==> config.mk <==
export PLATFORM = sky130hd
export DESIGN_NAME = argmin_pipe
export DESIGN_NICKNAME = d
export VERILOG_FILES = /design/src/rtl/argmin_pipe.sv
export SDC_FILE = /design/constraint.sdc
export NUM_CORES = 1
export LEC_CHECK = 0
export CAP_MARGIN = 20
export CORE_UTILIZATION = 48
export CTS_BUF_LIST = sky130_fd_sc_hd__clkbuf_8
export CTS_CLUSTER_SIZE = 14
export DETAILED_ROUTE_END_ITERATION = 10
export PLACE_DENSITY_LB_ADDON = 0.2
export SLEW_MARGIN = 20
export SYNTH_ARGS = -nofsm -noshare
export SYNTH_HDL_FRONTEND = slang
export SYNTH_SLANG_ARGS = --single-unit
==> constraint.sdc <==
create_clock -name clk -period 5.4 [get_ports clk]
set_input_delay 0.81 -clock clk [delete_from_list [all_inputs] [get_ports clk]]
set_output_delay 0.81 -clock clk [all_outputs]
set_load 0.05 [all_outputs]
==> src/rtl/argmin_pipe.sv <==
// argmin_pipe: fully pipelined argmin tree over 2**ADDR_WIDTH packed costs.
// Each tree level is one registered comparison stage. A final output stage
// registers the minimum, its index, the second-smallest cost and a
// uniqueness flag. A single valid/ready advance signal moves the whole pipe
// so that results stay stable under backpressure.
module argmin_pipe #(
    parameter int               WIDTH       = 8,
    parameter int               ADDR_WIDTH  = 3,
    parameter bit               TIE_RIGHT   = 1'b0,
    parameter logic [WIDTH-1:0] UNIQ_THRESH = '0
) (
    input  logic                            clk,
    input  logic                            rst,
    input  logic [WIDTH*(2**ADDR_WIDTH)-1:0] in_vals,
    input  logic                            in_valid,
    output logic                            in_ready,
    output logic [WIDTH-1:0]                out_min,
    output logic [ADDR_WIDTH-1:0]           out_addr,
    output logic [WIDTH-1:0]                out_second,
    output logic                            out_unique,
    output logic                            out_valid,
    input  logic                            out_ready
);

    localparam int               N   = 1 << ADDR_WIDTH;
    // Saturated "infinity" used as the second-best cost of a single leaf.
    localparam logic [WIDTH-1:0] SAT = '1;

    // Output stage registers.
    logic                  out_valid_q;
    logic [WIDTH-1:0]      out_min_q;
    logic [ADDR_WIDTH-1:0] out_addr_q;
    logic [WIDTH-1:0]      out_second_q;
    logic                  out_unique_q;
    logic                  out_unique_d;

    // The whole pipe moves together: it advances whenever the output slot is
    // empty or is being taken this cycle.
    logic adv;
    assign adv      = out_ready | ~out_valid_q;
    assign in_ready = adv;

    function automatic logic [WIDTH-1:0] min2(input logic [WIDTH-1:0] a,
                                              input logic [WIDTH-1:0] b);
        return (a < b) ? a : b;
    endfunction

    for (genvar s = 0; s < ADDR_WIDTH; s++) begin : g_stage
        // Node count produced by this stage.
        localparam int NO = N >> (s + 1);
        // Address bits below s come from the winning subtree; bit s records
        // which side won; bits above s stay zero until their own stage.
        localparam logic [ADDR_WIDTH-1:0] LOW_MASK = ADDR_WIDTH'((1 << s) - 1);
        localparam logic [ADDR_WIDTH-1:0] SIDE_BIT = ADDR_WIDTH'(1 << s);

        // Operand tuples (left = lower index range, right = upper range).
        logic [WIDTH-1:0]      l_m   [NO];
        logic [WIDTH-1:0]      r_m   [NO];
        logic [WIDTH-1:0]      l_sec [NO];
        logic [WIDTH-1:0]      r_sec [NO];
        logic [ADDR_WIDTH-1:0] l_a   [NO];
        logic [ADDR_WIDTH-1:0] r_a   [NO];
        logic                  v_in;

        // Stage result (next state) and registers.
        logic [WIDTH-1:0]      m_d   [NO];
        logic [WIDTH-1:0]      sec_d [NO];
        logic [ADDR_WIDTH-1:0] a_d   [NO];
        logic [WIDTH-1:0]      m_q   [NO];
        logic [WIDTH-1:0]      sec_q [NO];
        logic [ADDR_WIDTH-1:0] a_q   [NO];
        logic                  v_q;

        if (s == 0) begin : g_src
            // Leaf tuples straight from the packed input vector.
            always_comb begin
                for (int j = 0; j < NO; j++) begin
                    l_m[j]   = in_vals[(2*j)*WIDTH +: WIDTH];
                    r_m[j]   = in_vals[(2*j+1)*WIDTH +: WIDTH];
                    l_sec[j] = SAT;
                    r_sec[j] = SAT;
                    l_a[j]   = '0;
                    r_a[j]   = '0;
                end
                v_in = in_valid;
            end
        end else begin : g_src
            // Pair up adjacent nodes of the previous stage.
            always_comb begin
                for (int j = 0; j < NO; j++) begin
                    l_m[j]   = g_stage[s-1].m_q[2*j];
                    r_m[j]   = g_stage[s-1].m_q[2*j+1];
                    l_sec[j] = g_stage[s-1].sec_q[2*j];
                    r_sec[j] = g_stage[s-1].sec_q[2*j+1];
                    l_a[j]   = g_stage[s-1].a_q[2*j];
                    r_a[j]   = g_stage[s-1].a_q[2*j+1];
                end
                v_in = g_stage[s-1].v_q;
            end
        end

        // Pairwise combine: pick the winner, extend the address, and keep
        // the smallest cost seen among everything that did not win.
        always_comb begin
            logic left_wins;
            logic [WIDTH-1:0] loser_m;
            for (int j = 0; j < NO; j++) begin
                left_wins = (l_m[j] < r_m[j]) || ((l_m[j] == r_m[j]) && !TIE_RIGHT);
                m_d[j]    = left_wins ? l_m[j] : r_m[j];
                loser_m   = left_wins ? r_m[j] : l_m[j];
                a_d[j]    = left_wins ? (l_a[j] & LOW_MASK)
                                      : ((r_a[j] & LOW_MASK) | SIDE_BIT);
                sec_d[j]  = min2(loser_m, min2(l_sec[j], r_sec[j]));
            end
        end

        // Stage register: captures its predecessor whenever the pipe advances.
        // NOTE: these are flops, so they take non-blocking assignments; the
        // data arrays are small register banks (not RAMs) and are cleared on
        // reset so every output field reads zero after reset.
        always_ff @(posedge clk or posedge rst) begin
            if (rst) begin
                v_q <= 1'b0;
                for (int j = 0; j < NO; j++) begin
                    m_q[j]   <= '0;
                    sec_q[j] <= '0;
                    a_q[j]   <= '0;
                end
            end else if (adv) begin
                v_q <= v_in;
                for (int j = 0; j < NO; j++) begin
                    m_q[j]   <= m_d[j];
                    sec_q[j] <= sec_d[j];
                    a_q[j]   <= a_d[j];
                end
            end
        end
    end

    // Uniqueness margin; second >= min always holds, so the subtraction
    // cannot wrap. A zero threshold is trivially met.
    if (UNIQ_THRESH == '0) begin : g_uniq_any
        assign out_unique_d = 1'b1;
    end else begin : g_uniq_cmp
        logic [WIDTH-1:0] margin;
        assign margin       = g_stage[ADDR_WIDTH-1].sec_q[0] - g_stage[ADDR_WIDTH-1].m_q[0];
        assign out_unique_d = (margin >= UNIQ_THRESH);
    end

    // Output stage: registers the final tuple and holds it until accepted.
    always_ff @(posedge clk or posedge rst) begin
        if (rst) begin
            out_valid_q  <= 1'b0;
            out_min_q    <= '0;
            out_addr_q   <= '0;
            out_second_q <= '0;
            out_unique_q <= 1'b0;
        end else if (adv) begin
            out_valid_q  <= g_stage[ADDR_WIDTH-1].v_q;
            out_min_q    <= g_stage[ADDR_WIDTH-1].m_q[0];
            out_addr_q   <= g_stage[ADDR_WIDTH-1].a_q[0];
            out_second_q <= g_stage[ADDR_WIDTH-1].sec_q[0];
            out_unique_q <= out_unique_d;
        end
    end

    assign out_valid  = out_valid_q;
    assign out_min    = out_min_q;
    assign out_addr   = out_addr_q;
    assign out_second = out_second_q;
    assign out_unique = out_unique_q;

endmodule

# Yosys cells after proc, flatten, opt, wreduce, memory -nomap -nowiden
# Cells that the tools add are included.
dict set report classes {
  magnitude_cmp 17
  n_eq_ne 7
  muxes 31
  bitwise_logic 2
  n_reduce_logical 7
}
# cell count
set ops {}
lappend ops {{8-bit two-way mux} 24}
lappend ops {{8-bit less-than comparator} 13}
lappend ops {{8-bit equality test} 7}
lappend ops {{8-bit less-than comparator (second input constant)} 4}
lappend ops {{1-bit logical OR} 7}
lappend ops {{1-bit two-way mux} 4}
lappend ops {{2-bit two-way mux} 2}
lappend ops {{3-bit two-way mux} 1}
lappend ops {{1-bit NOT} 1}
lappend ops {{1-bit OR} 1}
dict set report word_totals {
  reg_bits 147
  inputBits 68
  output_inout_bits 22
  word_cells 93
}

# Longest topological paths before layout
# Gate-level depths: netlist of the first run.
dict set report depth {
  depth_word 5
  depth_mapped 17
  mapped_depth_nobuf 16
}

# Worst setup path before layout of the first run
# Ideal clock, no wire load.
dict set report synth_path {
  path_type {reg2reg}
  start {register g_stage[0].m_q[17] (netlist name)}
  end {register g_stage[1].sec_q, in the netlist g_stage[2].l_sec[7]}
  setup_ps 86
  arrival_time_ps 3797
  t_required_ps 5314
  path_slack_ps 1518
  path_stages_with_launch 18
  n_path_buf 1
  synth_period_minus_slack_ps 3882
  cell_sequence {dfrtp_1 -> inv_1 -> ha_1 -> nor2b_1 -> o211ai_1 -> a21oi_1 -> o21ai_2 -> buf_2 -> mux2i_1 -> inv_1 -> ha_1 -> a21o_1 -> a21oi_1 -> nor2_1 -> a2111oi_1 -> nand2_1 -> o22a_4 -> o221ai_2}
}
dict set report synth_between {
  elab_chain_cells 5
  elab_cells_between_ends 6
  classes_between {2 x order compare; 1 x eq/ne; 2 x mux; 1 x reduce/logical}
}
# item line
set synth_rtl {}
lappend synth_rtl {{start, declared} 69} ;# logic [WIDTH-1:0] m_q [NO];
lappend synth_rtl {{start signal, assigned by index} 132} ;# m_q[j] <= m_d[j];
lappend synth_rtl {{8-bit less-than comparator / 8-bit equality test (equally long branches)} 108} ;# left_wins = (l_m[j] < r_m[j]) || ((l_m[j] == r_m[j]) && !TIE_RIGHT);
lappend synth_rtl {{1-bit logical OR} 108}
lappend synth_rtl {{8-bit two-way mux (*)} 110} ;# loser_m = left_wins ? r_m[j] : l_m[j];
lappend synth_rtl {{8-bit less-than comparator} 45} ;# return (a < b) ? a : b;
lappend synth_rtl {{8-bit two-way mux (*)} 45}
lappend synth_rtl {{end signal, assigned by index} 133} ;# sec_q[j] <= sec_d[j];
lappend synth_rtl {{end, declared} 70} ;# logic [WIDTH-1:0] sec_q [NO];
# Every way passes the cells marked *; elsewhere a longest branch is shown, timed or not.
# A chain may end at the register's enable or synchronous reset.

# Worst setup path in the final report of the first run
# Ends and elaborated chain as after synthesis.

==> results of run 1 <==
[worst max-delay path, delay by kind of cell (launching register included)]
kind            cells  cell delay, ps
compound gates      8            2160
fa+ha+maj           2             560
buf+inv             3             440
flops               1             380
mux                 1             300
simple gates        3             400
[cells by family (layout without fill, tap and decap cells)]
kind of cell	after synthesis	in the layout	share of synthesized area [%]
compound gates	260	260	19.10
fa+ha+maj	98	98	12.72
buf+inv	155	234	6.465
flops	147	147	38.17
mux	76	76	7.893
simple gates	345	345	15.66
[worst max-delay path by stage]
stage	end	slack, ps	depth (start not counted)
after floorplan	g_stage[0].a_q[0]$_DFFE_PP0P_	640	1
after global placement	g_stage[2].l_sec[4]$_DFFE_PP0P_	1270	17
after detailed placement	g_stage[2].l_sec[7]$_DFFE_PP0P_	1160	17
after CTS	g_stage[2].l_sec[7]$_DFFE_PP0P_	1140	17
after global routing	g_stage[2].l_sec[7]$_DFFE_PP0P_	780	17
final	g_stage[2].l_sec[7]$_DFFE_PP0P_	1100	17
[power groups by stage]
stage | logic (W) | clock network, W | registers, W
2_1_floorplan | 0.00340 | 0 | 0.00205
3_3_place_gp | 0.00451 | 0 | 0.00192
3_5_place_dp | 0.00460 | 0 | 0.00194
4_1_cts | 0.00464 | 0.000818 | 0.00191
5_1_grt | 0.00517 | 0.000864 | 0.00197
6_report | 0.00463 | 0.000808 | 0.00191
[per-layer routing]
layer | part of all wire (%) | wire length, µm | up-vias
met5 | 0 | 0 | -
met4 | 1.9 | 426 | 0
met3 | 3.5 | 799 | 32
met2 | 45 | 10240 | 172
met1 | 49 | 11230 | 3681
li1 | - | - | 3926
[registers in the layout, indices dropped and copies added (netlist names), 3 cells and up]
| register | flops |
|---|---|
| g_stage.v_q | 3 |
| g_stage.sec_q | 40 |
| out_addr | 3 |
| g_stage.r_m | 8 |
| g_stage.l_sec | 8 |
| out_second | 8 |
| g_stage.r_sec | 8 |
| g_stage.a_q | 7 |
| g_stage.l_m | 8 |
| g_stage.m_q | 40 |
| out_min | 8 |
[area by class of cell]
type	instances	share of cell area [%]
multi-input combinational	779	48.37
sequential	147	33.09
timing repair buffer	98	8.734
inverter	104	3.568
tap	265	2.983
clock buffer	19	2.352
clock inverter	13	0.9004
[per-stage QoR]
step / utilization, % / total power, W
finish: 56.75 / 0.007353
detailed placement: 54.83 / 0.006540
global route: 56.75 / 0.008001
CTS: 56.67 / 0.007374
global placement: 54.79 / 0.006435
floorplan: - / 0.005453
[placed cells by master, fill, tap and decap left out, types with 3 or more instances in the layout]
cell,Yosys,final
clkbuf_8,3,19
nand2_1,206,206
clkinvlp_4,0,4
o221ai_2,14,14
o221ai_1,34,34
nand4_1,14,14
a21oi_4,2,5
inv_1,103,103
ha_1,98,98
nand2b_1,6,6
a21oi_1,61,58
clkdlybuf4s50_1,0,89
nand3_1,28,28
o21ai_0,85,85
and3_1,10,10
or2_2,6,6
or3_1,4,4
buf_4,0,8
nor2b_1,10,9
nor2_1,49,49
and4_1,3,3
o21a_1,15,15
o32ai_1,3,3
a211oi_1,5,5
mux2i_1,76,76
a21o_1,14,14
inv_6,0,6
dfrtp_1,147,147
a31oi_1,4,4
==> results.toml, run 1 <==
[yosys]
synth-seq-cells = 147
synthTopCellsByArea = "dfrtp_1 (38%), ha_1 (13%), nand2_1 (8.0%), mux2i_1 (7.9%), o21ai_0 (4.4%)"
synth_commonest_cells = "nand2_1 (206), dfrtp_1 (147), inv_1 (103), ha_1 (98), o21ai_0 (85)"
synth_edf_count = 0
synth_area_mm2 = 0.009638
synth-main-ff-cell = "dfrtp_1"
async_flop_share_pct = 100.0
yosys.area.top_type = "dfrtp_1"
yosys_warnings = 0
synth_cell_types = 53
synth_seq_area_share_pct = 38.17
yosysMostFrequentCell = "nand2_1"
synthCells = 1081
synth_fp_nets = 1247
avgSynthCellArea_um2 = 8.916
synth_top_area_share_pct = 38.17

[cells_and_area]
fin_area_mm2 = 0.01112
n_fill_cell = 1826
regArea_mm2 = 0.003679
final_cells = 1425
multi_input_area_mm2 = 0.005378
drive_above_1_share_pct = 7.155
final_nets = 1313
antenna_cells = 0
area_delta_synth_final_pct = 15.34

[clocking]
numCtsBuffers = 17
h-tree-depth = 4
tritoncts = "built"
cts_setup_buffers = 0
clk_path_buf_depth = 2
cts.sinks = 147
clk_pin_slew_worst_paths_ps = 90
worstSkewPairLatency_ps = 470
postCtsHoldBufs = 0
cts_resized = 0
root_buffer = "clkbuf_8"

[worst_hold_path]
min_to = "out_valid$_DFFE_PP0P_"
hold_path_class = "flip-flop to flip-flop"
hold_depth = 1
hp-start = "g_stage[2].v_q$_DFFE_PP0P_"

[floorplanning]
start_util_pct = 49.20
num_rows = 51
ios = 90
die_width_um = 143.7
die_h_um = 143.7
core_area_mm2 = 0.01959
dieArea_mm2 = 0.02065

[flow_run]
max-cap-violations = 0

[placed_design]
hpwl_mm = 17.00
dpl_cell_area_mm2 = 0.01074
place_ws_ps = 1163
placedCellCount = 1393
io_buffers = 89
gp_congestion = 0.8993

[global_route]
use_met2_pct = 36.56
grt.overflow.total = 0
grt_start_max_net_pins = 200
grt.total_usage_pct = 23.58
grtUsageMet1_pct = 33.44
grt_pass1_vias = 7348
grt_pass1_wl_mm = 37.43
top_usage_layer = "met2"
grt_use_met3_pct = 3.699
antenna_found_initial = 0

[setup_path]
worstReg2RegEnd = "g_stage[2].l_sec[7]$_DFFE_PP0P_"
crit_type = "flip-flop to flip-flop"
startpoint = "g_stage[0].m_q[17]$_DFFE_PP0P_"
r2r-start = "g_stage[0].m_q[17]$_DFFE_PP0P_"
ff2ff_setup_slack_ps = 1100
r2r_cells = 17
end_kind = "flip-flop"
arrival_ps = 4690
cp_max_fo = 11
critPathSlowestCell = "a2111oi_1"
required_ps = 5790
slowest_delay_ps = 620
path_cells = "inv_1 -> ha_1 -> nor2b_1 -> o211ai_1 -> a21oi_1 -> o21ai_2 -> buf_4 -> mux2i_1 -> inv_1 -> ha_1 -> a21o_1 -> a21oi_1 -> nor2_1 -> a2111oi_1 -> nand2_1 -> o22a_4 -> o221ai_2"
start_kind = "flip-flop"

[sta]
hold_ws_ps = 465.5
setup_ws_ps = 1097
fmaxAchievable_ghz = 0.2324
min_period_over_period_pct = 79.68
grt_setup_unrepaired = "false"
finalHoldViolCount = 0
slew_viol_final = 0
setup_viol = 0
fin_crit_ps = 4303
slew_headroom_pct = 43.75
fin_worst_skew_ps = 15.22
worst_pin_slew_ps = 843.8
fin_setup_tns_ps = 0

[status]
outcome = "finished, final reports clean"

[routing]
first_pass_iters = 6
wl_per_cell_um = 15.92
ant_nets = 0
routed_via_density = 5.481
num_vias = 7811
drcViolationCount = 0
wirelength_mm = 22.69
drt-initial-drc-count = 453

[power_and_ir_drop]
pwr-share-clk_pct = 11.0
p_int_w = 0.003773
netSwitchingFraction_pct = 48.69
ir_drop_mv = 0.2435
p_switching_w = 0.003580
power.density_mw_per_mm2 = 661.4
seq_power_share_pct = 26.0
p_leak_nw = 5.292
comb_power_share_pct = 63.0
No activity file was read; power rests on OpenSTA's default activity.
==> run 2: changes to the inputs <==
- clock period: 5.4 -> 4.1 ns (I/O delays scaled with it)
==> run 2 against run 1 <==
Via count grew 0.90%. Utilization grew 0.85 points. Clock power grew 60%. Flip-flop and latch count is the same. Largest power group unchanged. Worst setup slack lost 810 ps. Global-route usage shrank 0.27 points. Fmax grew 13%. Combinational power grew 35%. Hold slack gained 3.6 ps. Cell count grew 0.70%. Critical path depth is the same. Die area is the same.
==> results.toml, run 2 (synthesis results as in run 1) <==
[flow_run]
max-cap-violations = 0

[cells_and_area]
multi_input_area_mm2 = 0.005359
antenna_cells = 0
reg_top3 = "g_stage.m_q (40), g_stage.sec_q (40)"
mostFrequentLayoutCell = "nand2_1"
final_nets = 1323
regArea_mm2 = 0.003679
final_cell_mix = "nand2_1 (206), dfrtp_1 (147), inv_1 (103)"
n_fill_cell = 1784
area_delta_synth_final_pct = 17.07
drive_above_1_share_pct = 8.120

[worst_hold_path]
hold_path_class = "flip-flop to flip-flop"
hold_depth = 2
min_to = "out_min[5]$_DFFE_PP0P_"
hp-start = "out_min[5]$_DFFE_PP0P_"

[clocking]
h-tree-depth = 4
cts.sinks = 147
clk_pin_slew_worst_paths_ps = 90
worstSkewPairLatency_ps = 460
root_buffer = "clkbuf_8"
postCtsHoldBufs = 0
clk_path_buf_depth = 2
numCtsBuffers = 17
tritoncts = "built"

[placed_design]
gp_congestion = 0.8604
io_buffers = 89
hpwl_mm = 16.64

[floorplanning]
die_h_um = 143.7
die_width_um = 143.7
dieArea_mm2 = 0.02065
core_area_mm2 = 0.01959
start_util_pct = 49.20
num_rows = 51
ios = 90

[setup_path]
ff2ff_setup_slack_ps = 280
arrival_ps = 4190
crit_type = "flip-flop to flip-flop"
required_ps = 4480
start_kind = "flip-flop"
r2r-start = "g_stage[0].m_q[17]$_DFFE_PP0P_"
r2r_cells = 17
cp_max_fo = 12
worstReg2RegEnd = "g_stage[2].l_sec[7]$_DFFE_PP0P_"
end_kind = "flip-flop"

[sta]
finalHoldViolCount = 0
slew_viol_final = 0
min_period_over_period_pct = 93.06
fin_crit_ps = 3815
fin_setup_tns_ps = 0
slew_headroom_pct = 45.05
setup_viol = 0
fmaxAchievable_ghz = 0.2621
fin_worst_skew_ps = 16.18
worst_pin_slew_ps = 824.2
grt_setup_unrepaired = "false"

[global_route]
grt.overflow.total = 0
grt.total_usage_pct = 23.30
grt_pass1_vias = 7351
grt_start_max_net_pins = 200
antenna_found_initial = 0
grt_pass1_wl_mm = 37.26

[routing]
first_pass_iters = 6
drcViolationCount = 0
wirelength_mm = 22.38
drt-initial-drc-count = 490
wl_per_cell_um = 15.60
ant_nets = 0
routed_via_density = 5.492
num_vias = 7881

[power_and_ir_drop]
finalPower_w = 0.01008
p_leak_nw = 5.391
ir_drop_mv = 0.3335
power.density_mw_per_mm2 = 893.1

[status]
outcome = "finished, final reports clean"
## run 2: cell types whose count changed in the layout (fill, tap and decap cells not counted), moves of 3 or more
cell	delta
inv_6	-4
bufinv_16	+4
a21oi_4	-3
buf_4	+9
a21oi_2	+3
## run 2: per-layer routing
metal	track usage [%]	vias to the layer above	wire length, µm
met3	4.865	22	1098
li1	-	3957	-
met4	5.599	0	260
met1	33.20	3731	10940
met2	36.00	171	10080
met5	0	-	0
## run 2: what timing repair did
action,CTS,global route
resized for setup,0,1
endpoints found under the setup margin,0,7
setup buffers,0,1
## run 2: worst max-delay path, cell delays in order, from the launching register on
cell,delay (ps)
dfrtp_1,380
inv_1,100
ha_1,250
nor2b_1,140
o211ai_1,190
a21oi_1,110
o21ai_2,300
buf_4,270
mux2i_1,340
inv_1,90
ha_1,320
nand4_1,110
nor2_1,60
a2111oi_1,330
buf_4,190
nand2_1,70
o22a_4,290
o221ai_2,180
## run 2: worst max-delay path by stage
| stage | startpoint | to | slack (ps) |
|---|---|---|---|
| 6_report | g_stage[0].m_q[17]$_DFFE_PP0P_ | g_stage[2].l_sec[7]$_DFFE_PP0P_ | 280 |
| 4_1_cts | g_stage[0].m_q[17]$_DFFE_PP0P_ | g_stage[2].l_sec[4]$_DFFE_PP0P_ | 280 |
| 5_1_grt | g_stage[0].m_q[17]$_DFFE_PP0P_ | g_stage[2].l_sec[7]$_DFFE_PP0P_ | 10 |
| 2_1_floorplan | g_stage[0].m_q[17]$_DFFE_PP0P_ | g_stage[2].l_sec[7]$_DFFE_PP0P_ | 220 |
| 3_3_place_gp | g_stage[0].m_q[17]$_DFFE_PP0P_ | g_stage[2].l_sec[6]$_DFFE_PP0P_ | 340 |
| 3_5_place_dp | g_stage[0].m_q[17]$_DFFE_PP0P_ | g_stage[2].l_sec[5]$_DFFE_PP0P_ | 300 |
## run 2: area by class of cell
class / count / area share (%)
Tap cell: 265 / 2.939
Multi-Input combinational cell: 779 / 47.49
Clock buffer: 18 / 2.196
Inverter: 104 / 3.504
Timing Repair Buffer: 108 / 9.470
Sequential cell: 147 / 32.60
Clock inverter: 14 / 1.796
## run 2: through the flow
stage               hold slack, ps  utilization [%]  worst slack (ps)  instance area [µm²]  cells
floorplan                    430.0                -             217.5                 9642   1081
global placement             447.9            55.18             338.0                10810   1402
detailed placement           455.5            55.18             299.4                10810   1402
CTS                          477.2            57.48             277.2                11260   1434
global route                 491.8            57.60             10.94                11280   1435
finish                       469.1            57.60             284.6                11280   1435
## run 2: report_power, final
| part | total (W) | switching (W) | internal [W] | leakage, nW |
|---|---|---|---|---|
| combinational | 0.00625 | 0.00365 | 0.00260 | 3.36 |
| clock | 0.00129 | 0.000600 | 0.000691 | 0.229 |
| sequential | 0.00254 | 0.000465 | 0.00208 | 1.80 |
==> run 3: changes to the inputs <==
- ABC_CLOCK_PERIOD_IN_PS: default -> 4100
==> results of run 3 <==
Same layout as run 2: the final DEF is identical, and so are final timing and power.
